==> src/rtl/counter_pkg.sv <==
// Shared definitions for the reciprocal gate counter: FSM encoding, phase
// resolution and the 1/8-cycle interpolation helper.
package counter_pkg;

    localparam int PHASES     = 8;
    localparam int PHASE_BITS = $clog2(PHASES);
    localparam int CNT_W_DEF  = 32;
    localparam int PER_W_DEF  = 16;

    typedef enum logic [1:0] {
        ST_IDLE  = 2'd0,
        ST_ARM   = 2'd1,
        ST_COUNT = 2'd2,
        ST_DONE  = 2'd3
    } state_t;

    // Difference taken one bit wider than the phase code so it lands in -7..+7.
    function automatic logic [PHASE_BITS:0] phase_diff(
        input logic [PHASE_BITS-1:0] stop_ph,
        input logic [PHASE_BITS-1:0] start_ph
    );
        return {1'b0, stop_ph} - {1'b0, start_ph};
    endfunction

endpackage

==> src/rtl/recip_gate_counter_if.sv <==
// Control/result bundle between the edge sampler, the gate counter and the
// count adder.
interface recip_gate_counter_if #(
    parameter int CNT_W = 32,
    parameter int PER_W = 16
) ();
    import counter_pkg::*;

    logic                  start;
    logic [PER_W-1:0]      gate_periods;
    logic                  edge_stb;
    logic [PHASE_BITS-1:0] edge_phase;
    logic                  busy;
    logic                  done;
    logic                  timeout;
    logic                  overflow;
    logic [CNT_W-1:0]      recip_count;
    logic [CNT_W-1:0]      fine_count;

    modport slave (
        input  start, gate_periods, edge_stb, edge_phase,
        output busy, done, timeout, overflow, recip_count, fine_count
    );

    modport master (
        output start, gate_periods, edge_stb, edge_phase,
        input  busy, done, timeout, overflow, recip_count, fine_count
    );

endinterface

==> src/rtl/recip_sat_counter.sv <==
// Clearable, enabled up-counter that sticks at all-ones and flags saturation.
module recip_sat_counter #(
    parameter int W = 32
) (
    input  logic         clk,
    input  logic         rst_n,
    input  logic         i_clr,
    input  logic         i_en,
    output logic [W-1:0] o_cnt,
    output logic         o_sat
);

    logic [W-1:0] r_cnt;
    logic         w_sat;

    assign w_sat = &r_cnt;

    always_ff @(posedge clk) begin
        if (!rst_n || i_clr) begin
            r_cnt <= '0;
        end else if (i_en && !w_sat) begin
            r_cnt <= r_cnt + W'(1);
        end
    end

    assign o_cnt = r_cnt;
    assign o_sat = w_sat;

endmodule

==> src/rtl/recip_gate_counter.sv <==
// Reciprocal gate measurement: spans N input periods, reporting a coarse clk
// count plus a signed 1/8-cycle correction from the edge phase codes.
module recip_gate_counter
    import counter_pkg::*;
#(
    parameter int CNT_W       = CNT_W_DEF,
    parameter int PER_W       = PER_W_DEF,
    parameter int TIMEOUT_CYC = 2**24
) (
    input  logic                 clk,
    input  logic                 rst_n,
    recip_gate_counter_if.slave  bus
);

    localparam int TO_W = $clog2(TIMEOUT_CYC + 1);

    state_t                r_state;
    state_t                w_state_next;
    logic [PER_W-1:0]      r_n;
    logic [PER_W-1:0]      r_per_cnt;
    logic [PHASE_BITS-1:0] r_start_phase;
    logic                  r_timeout;
    logic                  r_overflow;
    logic [CNT_W-1:0]      r_recip;
    logic [CNT_W-1:0]      r_fine;

    logic                  w_busy;
    logic                  w_start_acc;
    logic                  w_arm_edge;
    logic                  w_stop_edge;
    logic                  w_to_hit;
    logic [CNT_W-1:0]      w_coarse;
    logic                  w_coarse_sat;
    logic [TO_W-1:0]       w_to_cnt;
    logic                  w_to_sat;
    logic [PHASE_BITS:0]   w_fine_s;

    assign w_busy      = (r_state == ST_ARM) || (r_state == ST_COUNT);
    assign w_start_acc = (r_state == ST_IDLE) && bus.start;
    assign w_arm_edge  = (r_state == ST_ARM) && bus.edge_stb;
    assign w_stop_edge = (r_state == ST_COUNT) && bus.edge_stb
                         && ((r_per_cnt + PER_W'(1)) == r_n);
    assign w_to_hit    = w_busy && !bus.edge_stb
                         && ((w_to_cnt == TO_W'(TIMEOUT_CYC - 1)) || w_to_sat);
    assign w_fine_s    = phase_diff(bus.edge_phase, r_start_phase);

    // Coarse count is zero in the cycle after the start edge, so +1 at the stop edge.
    recip_sat_counter #(.W(CNT_W)) u_coarse (
        .clk   (clk),
        .rst_n (rst_n),
        .i_clr (w_arm_edge),
        .i_en  (r_state == ST_COUNT),
        .o_cnt (w_coarse),
        .o_sat (w_coarse_sat)
    );

    recip_sat_counter #(.W(TO_W)) u_idle (
        .clk   (clk),
        .rst_n (rst_n),
        .i_clr (!w_busy || bus.edge_stb),
        .i_en  (w_busy),
        .o_cnt (w_to_cnt),
        .o_sat (w_to_sat)
    );

    always_ff @(posedge clk) begin
        if (!rst_n) begin
            r_state <= ST_IDLE;
        end else begin
            r_state <= w_state_next;
        end
    end

    always_comb begin
        w_state_next = r_state;
        case (r_state)
            ST_IDLE:  if (bus.start) w_state_next = ST_ARM;
            ST_ARM: begin
                if (w_to_hit)          w_state_next = ST_DONE;
                else if (bus.edge_stb) w_state_next = ST_COUNT;
            end
            ST_COUNT: if (w_stop_edge || w_to_hit) w_state_next = ST_DONE;
            ST_DONE:  w_state_next = ST_IDLE;
            default:  w_state_next = ST_IDLE;
        endcase
    end

    always_ff @(posedge clk) begin
        if (!rst_n) begin
            r_n           <= '0;
            r_per_cnt     <= '0;
            r_start_phase <= '0;
            r_timeout     <= 1'b0;
            r_overflow    <= 1'b0;
            r_recip       <= '0;
            r_fine        <= '0;
        end else begin
            if (w_start_acc) begin
                r_n        <= (bus.gate_periods == '0) ? PER_W'(1) : bus.gate_periods;
                r_timeout  <= 1'b0;
                r_overflow <= 1'b0;
            end
            if (w_arm_edge) begin
                r_start_phase <= bus.edge_phase;
                r_per_cnt     <= '0;
            end else if ((r_state == ST_COUNT) && bus.edge_stb) begin
                r_per_cnt <= r_per_cnt + PER_W'(1);
            end
            if (w_stop_edge) begin
                r_recip    <= w_coarse_sat ? '1 : (w_coarse + CNT_W'(1));
                r_fine     <= {{(CNT_W-PHASE_BITS-1){w_fine_s[PHASE_BITS]}}, w_fine_s};
                r_overflow <= w_coarse_sat;
                r_timeout  <= 1'b0;
            end else if (w_to_hit) begin
                r_recip    <= '0;
                r_fine     <= '0;
                r_overflow <= 1'b0;
                r_timeout  <= 1'b1;
            end
        end
    end

    assign bus.busy        = w_busy;
    assign bus.done        = (r_state == ST_DONE);
    assign bus.timeout     = r_timeout;
    assign bus.overflow    = r_overflow;
    assign bus.recip_count = r_recip;
    assign bus.fine_count  = r_fine;

endmodule

==> src/flat_wrapper.sv <==
// flat-port wrapper written by rule: the top's interface ports become plain ports
module recip_gate_counter_flat import counter_pkg::*;
#(
    parameter int CNT_W       = CNT_W_DEF,
    parameter int PER_W       = PER_W_DEF,
    parameter int TIMEOUT_CYC = 2**24
)
  (clk, rst_n, bus_start, bus_gate_periods, bus_edge_stb, bus_edge_phase, bus_busy, bus_done, bus_timeout, bus_overflow, bus_recip_count, bus_fine_count);
  recip_gate_counter_if #(.CNT_W(CNT_W), .PER_W(PER_W)) bus_i ();
  input  logic clk;
  input  logic rst_n;
  input wire logic [$bits(bus_i.start)-1:0] bus_start;
  input wire logic [$bits(bus_i.gate_periods)-1:0] bus_gate_periods;
  input wire logic [$bits(bus_i.edge_stb)-1:0] bus_edge_stb;
  input wire logic [$bits(bus_i.edge_phase)-1:0] bus_edge_phase;
  output wire logic [$bits(bus_i.busy)-1:0] bus_busy;
  output wire logic [$bits(bus_i.done)-1:0] bus_done;
  output wire logic [$bits(bus_i.timeout)-1:0] bus_timeout;
  output wire logic [$bits(bus_i.overflow)-1:0] bus_overflow;
  output wire logic [$bits(bus_i.recip_count)-1:0] bus_recip_count;
  output wire logic [$bits(bus_i.fine_count)-1:0] bus_fine_count;
  assign bus_i.start = bus_start;
  assign bus_i.gate_periods = bus_gate_periods;
  assign bus_i.edge_stb = bus_edge_stb;
  assign bus_i.edge_phase = bus_edge_phase;
  assign bus_busy = bus_i.busy;
  assign bus_done = bus_i.done;
  assign bus_timeout = bus_i.timeout;
  assign bus_overflow = bus_i.overflow;
  assign bus_recip_count = bus_i.recip_count;
  assign bus_fine_count = bus_i.fine_count;
  recip_gate_counter #(.CNT_W(CNT_W), .PER_W(PER_W), .TIMEOUT_CYC(TIMEOUT_CYC)) u_core (.clk(clk), .rst_n(rst_n), .bus(bus_i));
endmodule
==> config.mk <==
export PLATFORM = sky130hd
export DESIGN_NAME = recip_gate_counter_flat
export DESIGN_NICKNAME = d
export VERILOG_FILES = /design/src/rtl/counter_pkg.sv /design/src/rtl/recip_gate_counter_if.sv /design/src/rtl/recip_sat_counter.sv /design/src/rtl/recip_gate_counter.sv /design/src/flat_wrapper.sv
export SDC_FILE = /design/constraint.sdc
export NUM_CORES = 1
export LEC_CHECK = 0
export CAP_MARGIN = 5
export CORE_MARGIN = 2
export CORE_UTILIZATION = 40
export CTS_CLUSTER_SIZE = 40
export DETAILED_ROUTE_END_ITERATION = 7
export PLACE_DENSITY_LB_ADDON = 0.2
export SLEW_MARGIN = 25
export SYNTH_ARGS = -nofsm -noshare
export SYNTH_HDL_FRONTEND = slang
export SYNTH_HIERARCHICAL = 1
export SYNTH_SLANG_ARGS = --single-unit
==> constraint.sdc <==
create_clock -name clk -period 7.9 [get_ports clk]
set_input_delay 1.185 -clock clk [delete_from_list [all_inputs] [get_ports clk]]
set_output_delay 1.185 -clock clk [all_outputs]
set_load 0.01 [all_outputs]
=== Word-level counts from Yosys, hierarchy flattened ===
Cells that the tools add are included.

* Register bits after elaboration: 160
* Logic and storage cells: 66

* Add/subtract/negate cells: 4
* Equality and inequality tests: 8
* Muxes and demuxes: 14
* Bitwise operators: 1
* Reduce and logical (&&, ||, !) cells: 29

{| class="wikitable"
|+ Operator list
! cell !! count
|-
| 32-bit 2-to-1 mux || 4
|-
| 32-bit by 1-bit adder with 32-bit output (second input constant) || 1
|-
| 32-bit AND reduction || 1
|-
| 25-bit by 1-bit adder with 25-bit output (second input constant) || 1
|-
| 25-bit by 24-bit equality test with 1-bit output (second input constant) || 1
|-
| 25-bit AND reduction || 1
|-
| 16-bit by 1-bit adder with 16-bit output (second input constant) || 1
|-
| 16-bit equality test || 1
|-
| 16-bit logical NOT || 1
|-
| 16-bit 2-to-1 mux || 1
|-
| 1-bit logical AND || 8
|-
| 2-bit 2-to-1 mux || 4
|-
| 2-bit case mux with 4 select lines || 1
|-
| 1-bit logical OR || 6
|-
| 1-bit logical NOT || 5
|-
| 2-bit equality test (second input constant) || 2
|-
| 1-bit 2-to-1 mux || 4
|-
| 2-bit nonzero test || 2
|-
| 2-bit OR reduction || 2
|-
| 3-bit by 3-bit subtractor with 4-bit output || 1
|-
| 3-bit by 2-bit inequality test with 1-bit output (second input constant) || 1
|-
| 3-bit AND reduction || 1
|-
| 3-bit nonzero test || 1
|-
| 2-bit by 1-bit equality test with 1-bit output (second input constant) || 1
|-
| 4 further kinds || 4
|}

=== Depth between registers and ports, before layout ===
* Word-level depth: 7
* Gate-level depth with buffers: 12
* Depth with buffers taken out: 9

=== Cells and area by module ===
The synthesis kept the hierarchy.

{| class="wikitable"
|+ By module, submodules not included
! module !! times used !! cells each !! area an instance (sq um) !! sequential area each (sq um)
|-
| recip_gate_counter || 1 || 575 || 4639.4 || 1501.4
|-
| recip_sat_counter at u_core.u_coarse || 1 || 207 || 1684.1 || 640.6
|-
| recip_sat_counter at u_core.u_idle || 1 || 153 || 1312.5 || 500.5
|}

=== Worst setup path after synthesis ===
No wires, ideal clock.

* Kind: input to register
* Start point: input bus_edge_stb
* End point: register u_core.r_overflow (netlist: u_core/bus.overflow)
* Library setup time: 0.115 ns
* Arrival: 2.784 ns
* Required time: 7.785 ns
* Path slack: 5.002 ns
* Stages on the path: 8
* Path buffers: 1
* Cell sequence: nand2_1 nor4_1 nand3b_1 a2111oi_2 nand4_1 buf_2 and4_1 o21a_1

* Cells in the longest elaborated chain, start to end: 5
* Elaborated cells between the ends (all ways): 8

{| class="wikitable"
|+ RTL lines
! element !! RTL line !! source
|-
| from (decl) || flat_wrapper.sv:14 || <nowiki>input wire logic [$bits(bus_i.edge_stb)-1:0] bus_edge_stb;</nowiki>
|-
| 1-bit logical NOT || recip_gate_counter.sv:43 || <nowiki>assign w_to_hit = w_busy && !bus.edge_stb</nowiki>
|-
| 1-bit logical AND || recip_gate_counter.sv:43 ||
|-
| 1-bit logical AND || recip_gate_counter.sv:44 || <nowiki>&& ((w_to_cnt == TO_W'(TIMEOUT_CYC - 1)) || w_to_sat);</nowiki>
|-
| 1-bit 2-to-1 mux || recip_gate_counter.sv:114 || <nowiki>end else if (w_to_hit) begin</nowiki>
|-
| 1-bit 2-to-1 mux || recip_gate_counter.sv:109 || <nowiki>if (w_stop_edge) begin</nowiki>
|-
| to (signal assigned) || recip_gate_counter.sv:112 || <nowiki>r_overflow <= w_coarse_sat;</nowiki>
|-
| to (decl) || recip_gate_counter.sv:23 || <nowiki>logic r_overflow;</nowiki>
|}

Parallel ways exist; a longest one is shown, timed or not.
A chain may end at the register's enable or synchronous reset.

=== Final worst setup path ===
* Start point: input bus_edge_stb
* End point: register u_core.r_fine[30] (netlist: u_core/bus.fine_count[30])

* Cells in the longest elaborated chain, start to end: 4
* Elaborated cells between the ends (all ways): 7

{| class="wikitable"
|+ RTL lines
! element !! RTL line !! source
|-
| 1-bit logical NOT || recip_gate_counter.sv:43 ||
|-
| 1-bit logical AND || recip_gate_counter.sv:43 ||
|-
| 1-bit logical AND || recip_gate_counter.sv:44 ||
|-
| 2-bit nonzero test (no line) || - ||
|-
| to (signal assigned) || recip_gate_counter.sv:111 || <nowiki>r_fine <= {{(CNT_W-PHASE_BITS-1){w_fine_s[PHASE_BITS]}}, w_fine_s};</nowiki>
|-
| to (decl) || recip_gate_counter.sv:25 || <nowiki>logic [CNT_W-1:0] r_fine;</nowiki>
|}

Parallel ways exist; a longest one is shown, timed or not.

==> summary.md <==
| Metric | Value |
|---|---|
| Outcome | `complete, no violations` |
| Worst VDD drop | `158 uV` |
| Worst Skew | `12.7 ps` |
| Critical Path AT | `3910 ps` |
| Die area | `20200 sq um` |
| Final slew viol count | `0` |
| Area Overhead vs Synth | `18.5%` |
| Post-cts sizing count | `0` |
| ANT cells | `0` |
| Post-route DRC | `0` |
| Hold_ws | `462 ps` |
| Period utilization | `45.0%` |
| Horiz. Die Dim | `142 um` |
| Worst-path maximum fanout | `78` |
| CTS sink cnt | `132` |
| Nets@finish | `1008` |
| Vias in the first global route | `6330` |
| Cells after synthesis | `935` |
| DRT iter0 DRCs | `409` |
| Rows | `50` |
| Drt pass-1 iters | `5` |
| Yosys cell types | `71` |
| Setup CP Type | `in -> reg` |
| Layout cells sized above 1 | `5.89%` |
| Hold Path Class | `reg -> reg` |
| # port buffers | `90` |
| Synth Cell Area | `7640 sq um` |
| Worst-path cell chain | `clkdlybuf4s50_1 > nand2_1 > nor4_1 > nand3b_1 > a2111oi_2 > nand4_1 > buf_4 > or3b_1 > a21boi_1` |
| HP Start | `u_core/bus.recip_count[19]` |
| Fmax | `0.281 GHz` |
| Ports | `91` |
| Critical Path Start Type | `input port` |
| Seq/Total Area, Yosys | `34.6%` |
| Hold Violations, Final | `0` |
| Worst r2r dst | `u_core/bus.fine_count[30]` |
| Worst EP required | `8250 ps` |
| Final setup violation count | `0` |
| Syn avg cell area | `8.17 sq um` |
| Least-Margin Pin Slew | `883 ps` |
| Core area | `18700 sq um` |
| RSZ-0062 raised after global routing | `false` |
| R2r setup slk | `4570 ps` |
| TNS Setup | `0 ps` |
| Most frequent cells in the layout | `dfxtp_1, nand2_1, clkdlybuf4s50_1` |
| Total of max-cap violations | `0` |
| Adder-cell share of the synthesized area | `2.23%` |
| Initial core utilization | `40.8%` |
| PD cells | `198 nW/um^2` |
| Yosys reg bits | `132` |
| Clk buf depth | `2` |
| Root buffer cell | `clkbuf_16` |
| First-pass GRT wire length | `31.7 mm` |
| Hold Crit Depth | `2` |
| Chip height | `142 um` |
| Busiest grt layer | `met2` |
| Drt total wl | `19.1 mm` |
| CP peak stage delay | `580 ps` |
| Dpl hpwl | `13.0 mm` |
| Synth Net Count | `971` |
| Post-CTS Setup Bufs | `0` |
| Largest family of logic cells by synthesized area | `simple AND/OR/NAND/NOR gates` |
| GR Overflow Total | `0` |
| Worst Setup End Kind | `flop` |
| Most common cell after layout, fill and taps aside | `dfxtp_1` |
| Initial antenna violation count | `0` |
| Tot GR Track Use | `19.4%` |
| Remaining antenna violation count after routing | `0` |
| Fraction of registers with async set/reset | `0%` |
| Worst r2r src | `u_core/r_state[0]` |
| Hold endpoint | `u_core/bus.recip_count[19]` |
| Largest net degree at the start of global routing | `79` |
| Number of hold buffers added after CTS | `0` |
| Slowest cell on crit path | `clkdlybuf4s50_1` |
| Compound-Gate Fraction of Synth Area | `17.9%` |
| Placer congestion estimate | `0.817` |
| EDFF count, synth | `0` |
| CP Buf/Inv Count | `2` |
| Htree depth | `4` |
| GR Layer Usage met1 | `24.7%` |
| Post-synth top flop | `dfxtp_1` |
| Slew HR | `40.8%` |
| Post-synthesis simple-gate area fraction | `29.1%` |
| Synth Area in XOR/XNOR | `9.03%` |
| Vias per inst | `5.57` |
| Clock-pin slew on the worst setup and hold paths | `60 ps` |
| Met3 Usage GRT | `4.31%` |
| Final min period | `3560 ps` |
| Synth Warn # | `6` |
| Mux contribution to synthesized area | `0.393%` |
| Average routed wire per standard cell | `15.7 um` |
| Met2 Use GR | `32.8%` |
| Crit-path leading delay family | `simple AND/OR/NAND/NOR gates` |
| Clk_lat worst skew | `430 ps` |
| Leak pwr | `3.04 nW` |
| CTS tree | `done` |
| TritonCTS Buffers | `17` |
| R2R depth | `10` |
| Vias | `6780` |
## cell type report
| type | count | area (sq um) |
|---|---|---|
| Clock inverter | 9 | 151 |
| Tap cell | 234 | 293 |
| Multi-Input combinational cell | 706 | 4480 |
| Timing Repair Buffer | 96 | 941 |
| Sequential cell | 132 | 2640 |
| Fill cell | 1790 | 9660 |
| Inverter | 19 | 71.3 |
| Clock buffer | 22 | 474 |
## sequential cells by signal (all words and copies together), names as in the netlist
signal and flops:
u_core/bus.overflow 1, u_core/bus.timeout 1, u_core/r_per_cnt 16, u_core/r_n 16, u_core/r_start_phase 3, u_core/u_coarse/o_cnt 32, u_core/bus.recip_count 32, u_core/bus.fine_count 4
u_core/u_idle/o_cnt 25, u_core/r_state 2
## worst max-delay path by stage
stage	from	to	slack, ps	cells after the start
floorplan	bus_edge_stb	u_core/bus.overflow	5000	8
global placement	bus_edge_stb	u_core/bus.fine_count[30]	4000	9
detailed placement	bus_edge_stb	u_core/bus.fine_count[30]	3950	9
CTS	bus_edge_stb	u_core/bus.fine_count[30]	4380	9
global route	bus_edge_stb	u_core/bus.fine_count[30]	4210	9
finish	bus_edge_stb	u_core/bus.fine_count[30]	4340	9
## layer usage
layer  part of all wire [%]  vias up  wire length [um]
met5                      0        -                 0
met4                    1.4        0               265
met3                    4.3       19               822
met2                     48      158              9080
met1                     47     3196              8900
li1                       -     3407                 -
## synthesized netlist by cell type (5+ instances only)
master    instances  share of area [%]
or3_1            28                2.3
nand2b_1          8               0.66
xor2_1           37                4.2
and2_1            5               0.41
buf_4            30                2.9
buf_2            11               0.72
inv_1            18               0.88
nor4_1            8               0.66
a31oi_1           8               0.66
ha_1             12                2.0
nor2_1           58                2.9
nand4_1          42                3.4
o211ai_1          7               0.69
nand2_1          90                4.4
a21boi_0         19                1.9
and4_1           12                1.4
clkbuf_1         31                1.5
dfxtp_1         132                 35
a21oi_1          49                3.2
o21a_1           14                1.4
o31ai_1           5               0.49
o21ai_0          36                2.4
nor3_1           21                1.4
a21boi_1         23                2.3
or4_1             8               0.79
xnor2_1          39                4.5
a21o_1           21                2.1
nand3_1          63                4.1
and3_1           33                2.7
## tightest hold or removal path, cell delays in order (launching register included)
cell and delay, ps:
dfxtp_1 310, nand3_1 60, a21boi_1 50
## power breakdown
part / leakage, nW / switching (mW) / internal (mW)
combinational: 1.66 / 0.142 / 0.0868
sequential: 1.07 / 0.0268 / 0.692
clock: 0.306 / 0.291 / 0.550
total: 3.04 / 0.460 / 1.33
## through the flow
stage	utilization, %	setup slack (ps)	cell area (sq um)	power [mW]	cells
5_1_grt	48.4	4210	9050	1.88	1218
6_report	48.4	4340	9050	1.79	1218
3_3_place_gp	45.0	4000	8420	0.961	1187
4_1_cts	48.4	4380	9050	1.81	1218
2_1_floorplan	-	5000	7640	0.897	935
3_5_place_dp	45.0	3950	8420	0.961	1187
## cells by family after synthesis
kind of cell,Yosys count
AO/OA/AOI/OAI,205
multiplexers,3
buffers and inverters,97
flip-flops,132
XOR/XNOR,77
AND/OR/NAND/NOR,408
adder cells (fa/ha/maj),13
Power figures use the tool's default switching activity.
==> variant 1: new RTL, same flow settings <==
Encoding of `state_t`: now one-hot (4 bits for 4 states).
--- a/src/rtl/counter_pkg.sv
+++ b/src/rtl/counter_pkg.sv
@@ -7,11 +7,11 @@
     localparam int CNT_W_DEF  = 32;
     localparam int PER_W_DEF  = 16;
 
-    typedef enum logic [1:0] {
-        ST_IDLE  = 2'd0,
-        ST_ARM   = 2'd1,
-        ST_COUNT = 2'd2,
-        ST_DONE  = 2'd3
+    typedef enum logic [3:0] {
+        ST_IDLE  = 4'b0001,
+        ST_ARM   = 4'b0010,
+        ST_COUNT = 4'b0100,
+        ST_DONE  = 4'b1000
     } state_t;
 
     // Difference taken one bit wider than the phase code so it lands in -7..+7.
Check against the original RTL: no difference found for any inputs over 10 cycles, from zero or initial values and one cycle with rst_n low; not proved beyond that.
==> variant 1 against the original RTL <==
- cell area grew 2.0%
- area after synthesis grew 1.2%
- worst setup slack better by 180 ps
- wire length grew 1.5%
- utilization increased by 0.64 points
- sequential cell count up 2
- count of clock-buffer cells in the layout up 1
- synthesized cell count is the same
- critical endpoint is now bus_busy
- largest cell class unchanged
Power is not compared: it rests on default switching activity, and its combinational part moved more than twofold at a synthesized area within 25%.
==> variant 1: results <==
export IMPL_syn_nets=966
export IMPL_worst_hold_startpoint="u_core/bus.recip_count[2]"
export IMPL_finalWeightedCongestion=0.8372
export IMPL_crit_reg2reg_capture="u_core/bus.recip_count[7]"
export IMPL_fillCellCount=1866
export IMPL_dp_final_hpwl_um=13350
export IMPL_grtUsageMet2=0.3246
export IMPL_slew_headroom=0.4239
export IMPL_reg_to_reg_slack_setup_ps=4990
export IMPL_yosys_area_share_adder=0.01392
export IMPL_status="finished, final reports clean"
export IMPL_route_detailed_vias_per_inst=5.511
export IMPL_stdcell_count=1250
export IMPL_first_pass_grt_wire_length_um=32040
export IMPL_worst_setup_path_startpoint="u_core/r_state[1]"
export IMPL_synthesis_area_per_instance_um2=8.266
export IMPL_clock_skew_ps=7.699
export IMPL_synth_top_cells_by_count="134 x dfxtp_1, 120 x nand2_1, 62 x a21oi_1, 62 x o21ai_0, 55 x nor2_1"
export IMPL_post_route_min_period_ps=3381
export IMPL_dpl_cell_area_um2=8543
export IMPL_worst_r2r_cell_count=8
export IMPL_drt_iter0_drc=392
export IMPL_first_global_vias=6410
export IMPL_synth_compound_area_share=0.1258
export IMPL_fraction_of_synthesized_area_in_multiplexers=0.05326
export IMPL_postRouteWirelength_um=19360
export IMPL_synth_top_cells_by_area="dfxtp_1 35%, nand2_1 5.8%, xnor2_1 5.4%"
export IMPL_whs_ps=453.0
export IMPL_place_inst=1217
export IMPL_gr_usage_met1=0.2524
export IMPL_dr_wl_met2_um=9262
export IMPL_wirelength_met1_um=8916
export IMPL_post_synth_num_cell_types=70
[variant 1: cell types whose count changed after synthesis, sizes merged, moves of 7 or more]
cell / before / now
mux2i: 3 / 40
and3: 33 / 15
nand2: 90 / 120
nor4: 11 / 23
a21boi: 42 / 0
a21oi: 49 / 62
nor3: 22 / 15
a21o: 21 / 2
o21a: 14 / 0
nand3: 63 / 50
xnor2: 39 / 48
o21ai: 37 / 62
[variant 1: where the power goes]
part	switching [mW]	total, mW	internal, mW
registers	0.00618	0.689	0.683
clock network	0.296	0.887	0.592
logic	0.0400	0.0688	0.0287
[variant 1: cell type report]
class | count | share of cell area
clock buffer | 23 | 0.05287
clock inverter | 9 | 0.01844
inverter | 17 | 0.006914
multi-input combinational | 711 | 0.4912
sequential | 134 | 0.2907
tap | 260 | 0.03525
timing repair buffer | 96 | 0.1047
[variant 1: critical path: stages (launching register included)]
cell             delay (ps)
dfxtp_1                 440
xnor2_1                 110
or3_1                   350
inv_1                   270
clkdlybuf4s50_1         600
==> variant 2: new RTL, config.mk and constraints unchanged <==
Made on the original files. Change the package constant `CNT_W_DEF` from 32 to 36.
--- a/src/rtl/counter_pkg.sv
+++ b/src/rtl/counter_pkg.sv
@@ -4,7 +4,7 @@
 
     localparam int PHASES     = 8;
     localparam int PHASE_BITS = $clog2(PHASES);
-    localparam int CNT_W_DEF  = 32;
+    localparam int CNT_W_DEF  = 36;
     localparam int PER_W_DEF  = 16;
 
     typedef enum logic [1:0] {
Ports: changed (resized bus_fine_count and bus_recip_count); port bits go from 91 to 99. The function was not compared with the original's and may differ.
==> variant 2 against the original RTL <==
- worst setup slack got worse by 17 ps
- sequential power up 6.0%
- largest power group unchanged
- power is 3.7% higher
- critical path depth fell by 1
- cell area increased by 7.2%
- synthesized cell count is 7.7% higher
- first-iteration DRC count up 6.8%
- worst hold slack worse by 6.6 ps
- area after synthesis rose by 9.5%
- wire length is 7.6% higher
- largest cell class unchanged
- sequential cell count up 8
- via count is 7.5% higher
- non-clock buffer count rose by 10
==> variant 2: results <==
export IMPL_status="finished, final reports clean"
export IMPL_largest_driver_fanout_on_the_critical_path=43
export IMPL_worst_hold_startpoint="u_core/bus.recip_count[30]"
export IMPL_syn_nets=1043
export IMPL_synthesis_area_per_instance_um2=8.302
export IMPL_power_density_nw_per_um2=191.2
export IMPL_dpl_cell_area_um2=9125
export IMPL_worst_r2r_cell_count=9
export IMPL_worstPathArrival_ps=3920
export IMPL_minimum_setup_slack_after_placement_ps=3875
export IMPL_wire_per_inst_um=15.49
export IMPL_dp_final_hpwl_um=14090
export IMPL_p_leak_nw=3.083
export IMPL_worst_hold_end="u_core/bus.recip_count[30]"
export IMPL_whs_ps=455.1
export IMPL_synth_top_cells_by_count="140 x dfxtp_1, 133 x nand2_1, 56 x nor2_1"
export IMPL_switching_power_mw=0.5308
export IMPL_dr_wl_met2_um=10190
export IMPL_finalWorstSetupSlack_ps=4324
export IMPL_post_synth_num_cell_types=70
export IMPL_first_pass_grt_wire_length_um=33600
export IMPL_synth_top_cells_by_area="dfxtp_1 34%, nand2_1 6.0%, xnor2_1 5.8%"
export IMPL_drive_above_1_share=0.05787
export IMPL_dr_vias=7290
export IMPL_gr_usage_met1=0.2381
export IMPL_yosysSeqAreaShare=0.3352
export IMPL_wirelength_met1_um=9440
export IMPL_place_inst=1293
export IMPL_maximum_number_of_pins_on_one_net_before_global_route_repair=73
export IMPL_fin_nets=1078
export IMPL_detailroute_wirelength_met3_um=739
export IMPL_drt_iter0_drc=437
export IMPL_buffer_ports_inserted=98
variant 2: worst max-delay path: stages:
cell and delay [ps]:
clkdlybuf4s50_1 530, nand2_1 230, nor4_4 360, nand2b_1 90, nor4b_1 370, nor3b_4 240, buf_4 610, mux2i_1 260
variant 2: cell families after synthesis:
kind of cell / count (synthesis) / synth area share
AOI/OAI and AO/OA: 189 / 0.1422
xor gates and xnor gates: 78 / 0.08171
adders and majority gates: 13 / 0.02035
buffers and inverters: 106 / 0.08246
DFF: 140 / 0.3352
muxes: 44 / 0.05268
and+or+nand+nor: 437 / 0.2854
variant 2: cell type report:
cell class	count	area [um^2]
Tap cell	270	337.8
Clock inverter	6	58.81
Clock buffer	25	515.5
Fill cell	1979	10670
Multi-Input combinational cell	761	4888
Inverter	16	60.06
Timing Repair Buffer	106	1036
Sequential cell	140	2803
